<file path="src/rtl/decode_stage.sv">
// decode_stage: RV32I/M instruction decode into the ID/EX register.
// Valid/ready on both sides, load-use bubble, illegal flag, stall counter.
module decode_stage #(
  parameter int USE_M         = 0,
  parameter int USE_INTERLOCK = 1
) (
  input  logic        clk,
  input  logic        rst,
  input  logic        flush,
  input  logic        in_valid,
  output logic        in_ready,
  input  logic [31:0] ir,
  input  logic [31:0] pc_in,
  input  logic [31:0] notbranch_in,
  output logic [4:0]  srcreg1_num,
  output logic [4:0]  srcreg2_num,
  output logic        out_valid,
  input  logic        out_ready,
  output logic [4:0]  dstreg_num,
  output logic [4:0]  ereg1_addr,
  output logic [4:0]  ereg2_addr,
  output logic [31:0] imm,
  output logic [4:0]  alucode,
  output logic        using_r2,
  output logic        using_pc,
  output logic        write_reg,
  output logic [2:0]  info_load,
  output logic [1:0]  info_store,
  output logic [3:0]  info_branch,
  output logic [31:0] pc_out,
  output logic [31:0] notbranch_out,
  output logic        illegal,
  output logic [31:0] bubble_count
);

  localparam logic [4:0] ALU_ADD    = 5'h00;
  localparam logic [4:0] ALU_SUB    = 5'h01;
  localparam logic [4:0] ALU_SLL    = 5'h02;
  localparam logic [4:0] ALU_SLT    = 5'h03;
  localparam logic [4:0] ALU_SLTU   = 5'h04;
  localparam logic [4:0] ALU_XOR    = 5'h05;
  localparam logic [4:0] ALU_SRL    = 5'h06;
  localparam logic [4:0] ALU_SRA    = 5'h07;
  localparam logic [4:0] ALU_OR     = 5'h08;
  localparam logic [4:0] ALU_AND    = 5'h09;
  localparam logic [4:0] ALU_LUI    = 5'h0A;
  localparam logic [4:0] ALU_UNUSED = 5'h0F;
  localparam logic [2:0] NOTLOAD    = 3'b111;
  localparam logic [1:0] NOTSTORE   = 2'b11;
  localparam logic [3:0] NOTBRANCH  = 4'hF;
  localparam logic [3:0] BJAL       = 4'h8;
  localparam logic [3:0] BJALR      = 4'h9;

  typedef struct packed {
    logic [4:0]  dst;
    logic [4:0]  e1;
    logic [4:0]  e2;
    logic [31:0] imm;
    logic [4:0]  alu;
    logic        r2;
    logic        upc;
    logic        wr;
    logic [2:0]  ld;
    logic [1:0]  st;
    logic [3:0]  br;
    logic        ill;
  } dec_t;

  localparam dec_t CLR = '{5'd0, 5'd0, 5'd0, 32'd0, ALU_UNUSED,
                           1'b0, 1'b0, 1'b0, NOTLOAD, NOTSTORE,
                           NOTBRANCH, 1'b0};

  function automatic logic [4:0] alu_f3(input logic [2:0] f,
                                        input logic alt);
    logic [4:0] a;
    case (f)
      3'b000:  a = alt ? ALU_SUB : ALU_ADD;
      3'b001:  a = ALU_SLL;
      3'b010:  a = ALU_SLT;
      3'b011:  a = ALU_SLTU;
      3'b100:  a = ALU_XOR;
      3'b101:  a = alt ? ALU_SRA : ALU_SRL;
      3'b110:  a = ALU_OR;
      default: a = ALU_AND;
    endcase
    return a;
  endfunction

  logic [6:0]  op;
  logic [2:0]  f3;
  logic [6:0]  f7;
  logic [4:0]  rd;
  logic [31:0] imm_i;
  dec_t        dec, dec_q, dec_d;
  logic        r1u, r2u, ill;
  logic        valid_q, valid_d;
  logic [31:0] pc_q, pc_d, nb_q, nb_d, cnt_q, cnt_d;
  logic        hazard, fire_in, fire_out;

  assign op    = ir[6:0];
  assign f3    = ir[14:12];
  assign f7    = ir[31:25];
  assign rd    = ir[11:7];
  assign imm_i = {{20{ir[31]}}, ir[31:20]};

  always_comb begin
    dec = CLR;
    r1u = 1'b0;
    r2u = 1'b0;
    ill = 1'b0;
    case (op)
      7'b0110111: begin
        dec.dst = rd; dec.wr = 1'b1; dec.alu = ALU_LUI;
        dec.imm = {ir[31:12], 12'b0};
      end
      7'b0010111: begin
        dec.dst = rd; dec.wr = 1'b1; dec.alu = ALU_ADD;
        dec.upc = 1'b1; dec.imm = {ir[31:12], 12'b0};
      end
      7'b1101111: begin
        dec.dst = rd; dec.wr = 1'b1; dec.alu = ALU_ADD;
        dec.upc = 1'b1; dec.br = BJAL;
        dec.imm = {{12{ir[31]}}, ir[19:12], ir[20], ir[30:21], 1'b0};
      end
      7'b1100111: begin
        r1u = 1'b1;
        dec.dst = rd; dec.wr = 1'b1; dec.alu = ALU_ADD;
        dec.br = BJALR; dec.imm = imm_i;
        ill = (f3 != 3'b000);
      end
      7'b1100011: begin
        r1u = 1'b1; r2u = 1'b1;
        dec.alu = ALU_ADD; dec.upc = 1'b1; dec.br = {1'b0, f3};
        dec.imm = {{20{ir[31]}}, ir[7], ir[30:25], ir[11:8], 1'b0};
        ill = (f3[2:1] == 2'b01);
      end
      7'b0000011: begin
        r1u = 1'b1;
        dec.dst = rd; dec.wr = 1'b1; dec.alu = ALU_ADD;
        dec.ld = f3; dec.imm = imm_i;
        ill = (f3 == 3'b011) || (f3[2:1] == 2'b11);
      end
      7'b0100011: begin
        r1u = 1'b1; r2u = 1'b1;
        dec.alu = ALU_ADD; dec.st = f3[1:0];
        dec.imm = {{20{ir[31]}}, ir[31:25], ir[11:7]};
        ill = (f3 > 3'b010);
      end
      7'b0010011: begin
        r1u = 1'b1;
        dec.dst = rd; dec.wr = 1'b1; dec.imm = imm_i;
        dec.alu = alu_f3(f3, 1'b0);
        // shift-immediates reuse funct7 as an opcode extension
        if (f3 == 3'b001 || f3 == 3'b101) begin
          dec.imm = {27'b0, ir[24:20]};
          if (f3 == 3'b101 && f7 == 7'b0100000) dec.alu = ALU_SRA;
          else if (f7 != 7'b0) ill = 1'b1;
        end
      end
      7'b0110011: begin
        r1u = 1'b1; r2u = 1'b1;
        dec.dst = rd; dec.wr = 1'b1; dec.r2 = 1'b1;
        if (f7 == 7'b0)
          dec.alu = alu_f3(f3, 1'b0);
        else if (f7 == 7'b0100000 && (f3 == 3'b000 || f3 == 3'b101))
          dec.alu = alu_f3(f3, 1'b1);
        else if (f7 == 7'b0000001 && USE_M != 0)
          dec.alu = 5'h10 + {2'b0, f3};
        else
          ill = 1'b1;
      end
      7'b0001111: ;
      default: ill = 1'b1;
    endcase
    // illegal words travel on as harmless NOPs carrying the flag
    if (ill) begin
      dec     = CLR;
      dec.ill = 1'b1;
    end
    dec.e1 = r1u ? ir[19:15] : 5'd0;
    dec.e2 = r2u ? ir[24:20] : 5'd0;
  end

  assign hazard = (USE_INTERLOCK != 0) && valid_q && in_valid &&
                  dec_q.ld != NOTLOAD && dec_q.dst != 5'd0 &&
                  ((r1u && ir[19:15] == dec_q.dst) ||
                   (r2u && ir[24:20] == dec_q.dst));

  assign in_ready = !flush && !hazard && (!valid_q || out_ready);
  assign fire_in  = in_valid && in_ready;
  assign fire_out = valid_q && out_ready;

  always_comb begin
    dec_d   = dec_q;
    valid_d = valid_q;
    pc_d    = pc_q;
    nb_d    = nb_q;
    cnt_d   = cnt_q;
    if (flush) begin
      dec_d   = CLR;
      valid_d = 1'b0;
    end else if (fire_in) begin
      dec_d   = dec;
      valid_d = 1'b1;
      pc_d    = pc_in;
      nb_d    = notbranch_in;
    end else if (fire_out) begin
      valid_d   = 1'b0;
      dec_d.wr  = 1'b0;
      dec_d.ld  = NOTLOAD;
      dec_d.st  = NOTSTORE;
      dec_d.br  = NOTBRANCH;
      dec_d.alu = ALU_UNUSED;
      dec_d.ill = 1'b0;
    end
    if (!flush && hazard && cnt_q != 32'hFFFF_FFFF)
      cnt_d = cnt_q + 32'd1;
  end

  always_ff @(posedge clk) begin
    if (rst) begin
      dec_q   <= CLR;
      valid_q <= 1'b0;
      pc_q    <= 32'd0;
      nb_q    <= 32'd0;
      cnt_q   <= 32'd0;
    end else begin
      dec_q   <= dec_d;
      valid_q <= valid_d;
      pc_q    <= pc_d;
      nb_q    <= nb_d;
      cnt_q   <= cnt_d;
    end
  end

  assign srcreg1_num   = ir[19:15];
  assign srcreg2_num   = ir[24:20];
  assign out_valid     = valid_q;
  assign dstreg_num    = dec_q.dst;
  assign ereg1_addr    = dec_q.e1;
  assign ereg2_addr    = dec_q.e2;
  assign imm           = dec_q.imm;
  assign alucode       = dec_q.alu;
  assign using_r2      = dec_q.r2;
  assign using_pc      = dec_q.upc;
  assign write_reg     = dec_q.wr;
  assign info_load     = dec_q.ld;
  assign info_store    = dec_q.st;
  assign info_branch   = dec_q.br;
  assign illegal       = dec_q.ill;
  assign pc_out        = pc_q;
  assign notbranch_out = nb_q;
  assign bubble_count  = cnt_q;

endmodule

</file>
<file path="config.mk">
export PLATFORM = sky130hd
export DESIGN_NAME = decode_stage
export DESIGN_NICKNAME = d
export VERILOG_FILES = /design/src/rtl/decode_stage.sv
export SDC_FILE = /design/constraint.sdc
export NUM_CORES = 1
export LEC_CHECK = 0
export BUFFER_PORTS_ARGS = -buffer_cell sky130_fd_sc_hd__buf_2
export CORE_MARGIN = 3
export CORE_UTILIZATION = 39
export CTS_BUF_LIST = sky130_fd_sc_hd__clkbuf_8
export DETAILED_ROUTE_END_ITERATION = 10
export PLACE_DENSITY = 0.66
export REMOVE_ABC_BUFFERS = 1
export SLEW_MARGIN = 20
export SYNTH_ARGS = -nofsm -noshare
export SYNTH_HDL_FRONTEND = slang
export SYNTH_SLANG_ARGS = --single-unit
</file>
<file path="constraint.sdc">
create_clock -name clk -period 4.3 [get_ports clk]
set_input_delay 0.86 -clock clk [delete_from_list [all_inputs] [get_ports clk]]
set_output_delay 0.86 -clock clk [all_outputs]
set_load 0.03 [all_outputs]
</file>
# Yosys cells after proc, flatten, opt, wreduce, memory -nomap -nowiden

Cells that the tools add are included.

Reductions and logical operators: 38
Mux-type cells: 32
Bitwise gates (word level): 1
Equality and inequality tests: 23
$add $sub $neg: 1
Magnitude comparators: 1

Operators by type and width:

| cell                                                                   | number |
|---|---|
| 32-bit one-hot mux with 6 select lines                                 | 1 |
| 65-bit 2-to-1 mux                                                      | 1 |
| 4-bit one-hot mux with 7 select lines                                  | 2 |
| 37-bit 2-to-1 mux                                                      | 1 |
| 5-bit 2-to-1 mux                                                       | 7 |
| 32-bit by 1-bit adder with 32-bit output (second input constant)       | 1 |
| 32-bit inequality test (second input constant)                         | 1 |
| 7-bit by 6-bit equality test with 1-bit output (second input constant) | 4 |
| 11-bit 2-to-1 mux                                                      | 2 |
| 7-bit equality test (second input constant)                            | 3 |
| 5-bit one-hot mux with 4 select lines                                  | 1 |
| 7-bit by 5-bit equality test with 1-bit output (second input constant) | 2 |
| 1-bit logical AND                                                      | 14 |
| 1-bit 2-to-1 mux                                                       | 12 |
| 4-bit one-hot mux with 3 select lines                                  | 1 |
| 6-bit OR reduction                                                     | 2 |
| 5-bit equality test                                                    | 2 |
| 3-bit equality test (second input constant)                            | 3 |
| 7-bit by 2-bit equality test with 1-bit output (second input constant) | 1 |
| 7-bit by 4-bit equality test with 1-bit output (second input constant) | 1 |
| 7-bit zero test                                                        | 1 |
| 1-bit one-hot mux with 7 select lines                                  | 1 |
| 7-bit nonzero test                                                     | 1 |
| 7-bit OR reduction                                                     | 1 |
| 20 further kinds                                                       | 30 |

Output and inout bits: 173
Flip-flop bits (word level): 162
Word-level logic and storage cells: 112

# Depth between registers and ports, before layout

Depth after elaboration: 11
Gate-level depth with buffers: 11
Depth with buffers taken out: 7

# Worst setup path after synthesis

OpenSTA, ideal clock, no wires.

Path kind: input to output
Start: input port ir[3]
End: output port in_ready
Arrival time: 2.680 ns
Slack: 0.760 ns
Stages: 9
Required time: 3.440 ns
Path buffers: 4
Cells stage by stage: buf_2 nand4bb_1 buf_2 a211oi_4 a32oi_1 o21ai_1 clkbuf_1 clkbuf_1 nor2_1

Word-level cells in the longest chain between the ends: 9
Elaborated cells on any way between the ends: 17
Classes of those cells: 6 x eq/ne; 2 x mux; 9 x reduce/logical

Ends and longest elaborated chain:

| item                                                                   | RTL line | text |
|---|---|---|
| from (decl)                                                            | 12       | `input logic [31:0] ir,` |
| 7-bit by 5-bit equality test with 1-bit output (tied with other cells) | 111      | `case (op)` |
| 6-bit OR reduction (no line) or 3-bit OR reduction (tied branches)     | n/a      |  |
| 1-bit 2-to-1 mux                                                       | 111      |  |
| 1-bit logical AND (on tied branches)                                   | 186, 187 |  |
| 1-bit logical OR *                                                     | 186      | `((r1u && ir[19:15] == dec_q.dst) \|\|` |
| 1-bit logical AND *                                                    | 185      | `dec_q.ld != NOTLOAD && dec_q.dst != 5'd0 &&` |
| 1-bit zero test *                                                      | 189      | `assign in_ready = !flush && !hazard && (!valid_q \|\| out_ready);` |
| 1-bit logical AND * (2 in series)                                      | 189      |  |
| to (decl)                                                              | 11       | `output logic in_ready,` |

Every way passes the cells marked *; elsewhere a longest branch is shown, timed or not.

# Final worst setup path

Same ends and word-level chain as after synthesis.

==> results_tabular.tex <==
\begin{tabular}{lr}
\hline
Metric & Value \\
\hline
\multicolumn{2}{l}{\textbf{Run status}} \\
\quad Run status & completed \\
\multicolumn{2}{l}{\textbf{Synth}} \\
\quad Sequential cell area fraction in the yosys report & 0.436 \\
\quad Synthesized netlist cell count & 893 \\
\quad Compound-gate portion of the synthesized area & 0.263 \\
\quad Total of flip-flops plus latches after synthesis & about 160 \\
\quad Post-Synthesis Mean Instance Area & 8.28 um2 \\
\quad Area of the mapped netlist & 7400 um2 \\
\quad Adder and majority gate portion of the synthesized area & 0.00169 \\
\quad Synth Area in XOR/XNOR & 0.0130 \\
\quad Yosys warns & 0 \\
\quad Distinct cells, synth & 60 \\
\quad Fraction of the mapped netlist area in simple logic gates & 0.201 \\
\quad Async set or reset register ratio after synthesis & 0 \\
\quad Synth Flop Type & sky130\_fd\_sc\_hd\_\_dfxtp\_1 \\
\quad Number of enable-type register cells in the synthesized netlist & 0 \\
\quad Largest family of logic cells by synthesized area & compound AO/OA/AOI/OAI gates \\
\quad Multiplexer area fraction after synthesis & 0.0225 \\
\multicolumn{2}{l}{\textbf{Floorplan}} \\
\quad Vertical extent of the die & around 140 um \\
\quad Num rows & 49 \\
\quad Width of the chip & between 100 and 150 um \\
\quad Floorplan Core Area & 18300 um2 \\
\quad Starting Density & 0.405 \\
\quad Area of the die & 20700 um2 \\
\quad Top-level I/O count & 274 \\
\multicolumn{2}{l}{\textbf{Routing}} \\
\quad First-pass iteration count of the detailed router & 5 \\
\quad Vias after detailed routing & 7561 \\
\quad Number of DRC markers after the initial detailed-route iteration & approximately 600 \\
\quad Routed wire length & roughly 24000 um \\
\quad Antenna Nets Post-Route & 0 \\
\quad Average wire per standard cell & 17.9 um \\
\quad DRC & 0 \\
\quad Vias per std cell & $\sim$5.6 \\
\multicolumn{2}{l}{\textbf{Global routing}} \\
\quad Number of antenna violations at the first check in global routing & 2 \\
\quad Largest net degree at the start of global routing & 76 \\
\quad Global route overflow & 0 \\
\quad GRT Total Usage & 0.222 \\
\quad First-pass GRT wire length & between 30000 and 40000 um \\
\quad Vias in the first global route & between 6000 and 7000 \\
\multicolumn{2}{l}{\textbf{Min path}} \\
\quad Worst Hold Launch & imm[28] \\
\quad Class of the worst hold path & reg2reg \\
\multicolumn{2}{l}{\textbf{Setup path}} \\
\quad Kind of end point of the critical path & primary output \\
\quad Startpoint of the most critical setup path & ir[3] \\
\quad Peak per-stage delay on the critical path & 0.50 ns \\
\quad Data required time at the worst endpoint & 3.44 ns \\
\quad Nature of the critical path startpoint & input port \\
\quad Most frequent cell on the critical path & sky130\_fd\_sc\_hd\_\_buf\_2 \\
\quad Worst reg2reg startpoint & bubble\_count[12] \\
\quad Sequence of cells on the critical path & buf\_2 > nand4bb\_1 > a211oi\_4 > a32oi\_1 > o21ai\_4 > nor2\_1 > buf\_2 \\
\quad WP data arrival & 2.72 ns \\
\quad Largest driver fanout on the critical path & 18 \\
\quad Slowest library cell on the worst path & sky130\_fd\_sc\_hd\_\_a211oi\_4 \\
\quad Path type of the worst setup path & in2out \\
\multicolumn{2}{l}{\textbf{STA}} \\
\quad Worst clock skew & 0.0170 ns \\
\quad Hold Fails Final Rpt & 0 \\
\quad Pins over their slew limit & 0 \\
\quad Worst Tran Pin Value & 1.01 ns \\
\quad Setup violations, final & 0 \\
\quad Normalized max-slew margin & 0.324 \\
\quad RSZ-0062 raised after global routing & no \\
\quad Crit share post-route & 0.832 \\
\quad Max Freq & $\sim$280 MHz \\
\quad Post-layout min period & 3.58 ns \\
\quad Worst setup margin & just over 0.7 ns \\
\multicolumn{2}{l}{\textbf{Clock network}} \\
\quad CTS clock-pin slew for the worst setup and hold paths & about 0.09 ns \\
\quad Root Buffer Master & sky130\_fd\_sc\_hd\_\_clkbuf\_8 \\
\quad Clock tree from TritonCTS & built \\
\quad Longest Clk Path Bufs & 2 \\
\quad Number of hold-repair buffers added at the cts stage & 0 \\
\quad Post-CTS Setup Repair Bufs & 0 \\
\quad Latest clock arrival within the worst-skew pair & 0.45 ns \\
\quad Number of H-tree levels & 4 \\
\quad Resize count post-CTS & 0 \\
\quad TritonCTS Sinks & 161 \\
\quad Number of buffers added by the clock tree synthesis step & 17 \\
\multicolumn{2}{l}{\textbf{Layout}} \\
\quad P\&R area growth vs syn & 24.0\% \\
\quad Leading cell types in the layout, fill and taps excluded & sky130\_fd\_sc\_hd\_\_buf\_2, sky130\_fd\_sc\_hd\_\_dfxtp\_1, sky130\_fd\_sc\_hd\_\_a21oi\_1 \\
\quad Leading cell type in the layout, fill and taps excluded & sky130\_fd\_sc\_hd\_\_buf\_2 \\
\quad Ratio of cells with drive above 1 in the final layout & 0.310 \\
\quad Number of nets in the layout & between 1000 and 1500 \\
\multicolumn{2}{l}{\textbf{Power}} \\
\quad PnR Total Power & 3.05 mW \\
\quad Cell leakage power & 3.72 nW \\
\quad Worst-case vdd ir drop & 163 uV \\
\quad Power Density & $\sim$330 nW/um2 \\
\multicolumn{2}{l}{\textbf{Placement}} \\
\quad Post-DP HPWL & around 17000 um \\
\quad Placer's final routability congestion estimate & 0.879 \\
\quad \# port buffers & around 270 \\
\quad Pre-CTS setup slack & 0.729 ns \\
\multicolumn{2}{l}{\textbf{Flow run}} \\
\quad \# Max-Cap Violations & 0 \\
\hline
\end{tabular}
critical path: cells and delay by family:
family                 cells  cell delay, ns
AOI/OAI and AO/OA          3            0.98
buffers and inverters      2            0.37
and+or+nand+nor            2            0.51
kinds of logic (layout without fill, tap and decap cells):
| kind of cell | Yosys count | in the layout |
|---|---|---|
| other cells | 1 | 3 |
| simple gates | 282 | 282 |
| xor+xnor | 11 | 11 |
| flops | 161 | 161 |
| mux | 15 | 15 |
| compound gates | 313 | 313 |
| buf+inv | 109 | 328 |
| fa+ha+maj | 1 | 1 |
metrics by stage:
stage	util	instances	setup TNS, ns	cell area, um2	hold WS, ns
after CTS	0.502	1341	0	9160	0.467
final	0.502	1343	0	9170	0.466
after detailed placement	0.479	1309	0	8750	0.442
after floorplan	-	797	-57.41	6980	0.583
after global routing	0.502	1342	0	9170	0.484
after global placement	0.479	1309	0	8750	0.442
area by class of cell:
class                      count  area [um2]
antenna                        2        5.00
fill                        1765        9100
inverter                      13        48.8
sequential                   161        3220
clock inverter                14         166
clock buffer                  18         248
multi-input combinational    623        3740
tap                          229         287
timing repair buffer         283        1450
layer usage:
metal	up-vias	routed length [um]	global-route usage
li1	3722	-	-
met1	3520	10700	0.297
met2	274	11100	0.350
met3	43	1650	0.0502
met4	2	612	0.0857
met5	-	13	0
final timing paths:
kind | end | slack [ns] | cells after the start
max reg2reg | bubble_count[25] | 1.62 | 5
min | imm[28] | 0.47 | 1
max | in_ready | 0.72 | 7
min reg2reg | imm[28] | 0.47 | 1
synth_stat cells, types with 9 or more instances:
cell / number / share of area
sky130_fd_sc_hd__dfxtp_1: 161 / 0.44
sky130_fd_sc_hd__a21oi_1: 118 / 0.080
sky130_fd_sc_hd__o21ai_0: 91 / 0.062
sky130_fd_sc_hd__nand3_1: 81 / 0.055
sky130_fd_sc_hd__clkbuf_1: 63 / 0.032
sky130_fd_sc_hd__nor2_1: 46 / 0.023
sky130_fd_sc_hd__nand2_1: 36 / 0.018
sky130_fd_sc_hd__o2bb2ai_1: 26 / 0.031
sky130_fd_sc_hd__nand4_1: 25 / 0.021
sky130_fd_sc_hd__nor3_1: 21 / 0.014
sky130_fd_sc_hd__a32o_1: 13 / 0.018
sky130_fd_sc_hd__inv_1: 13 / 0.0066
sky130_fd_sc_hd__mux2_2: 13 / 0.020
sky130_fd_sc_hd__buf_1: 12 / 0.0061
sky130_fd_sc_hd__buf_4: 11 / 0.011
sky130_fd_sc_hd__nor2b_1: 11 / 0.0093
sky130_fd_sc_hd__buf_2: 10 / 0.0068
sky130_fd_sc_hd__or2_2: 9 / 0.0076
report_power, final:
| group | total [mW] | leakage [nW] | internal, mW | switching (mW) |
|---|---|---|---|---|
| clock network | 1.17 | 0.206 | 0.551 | 0.617 |
| registers | 1.53 | 1.30 | 1.52 | 0.0118 |
| logic | 0.349 | 2.21 | 0.107 | 0.241 |
Note: power is estimated with default switching activity, not from simulation.
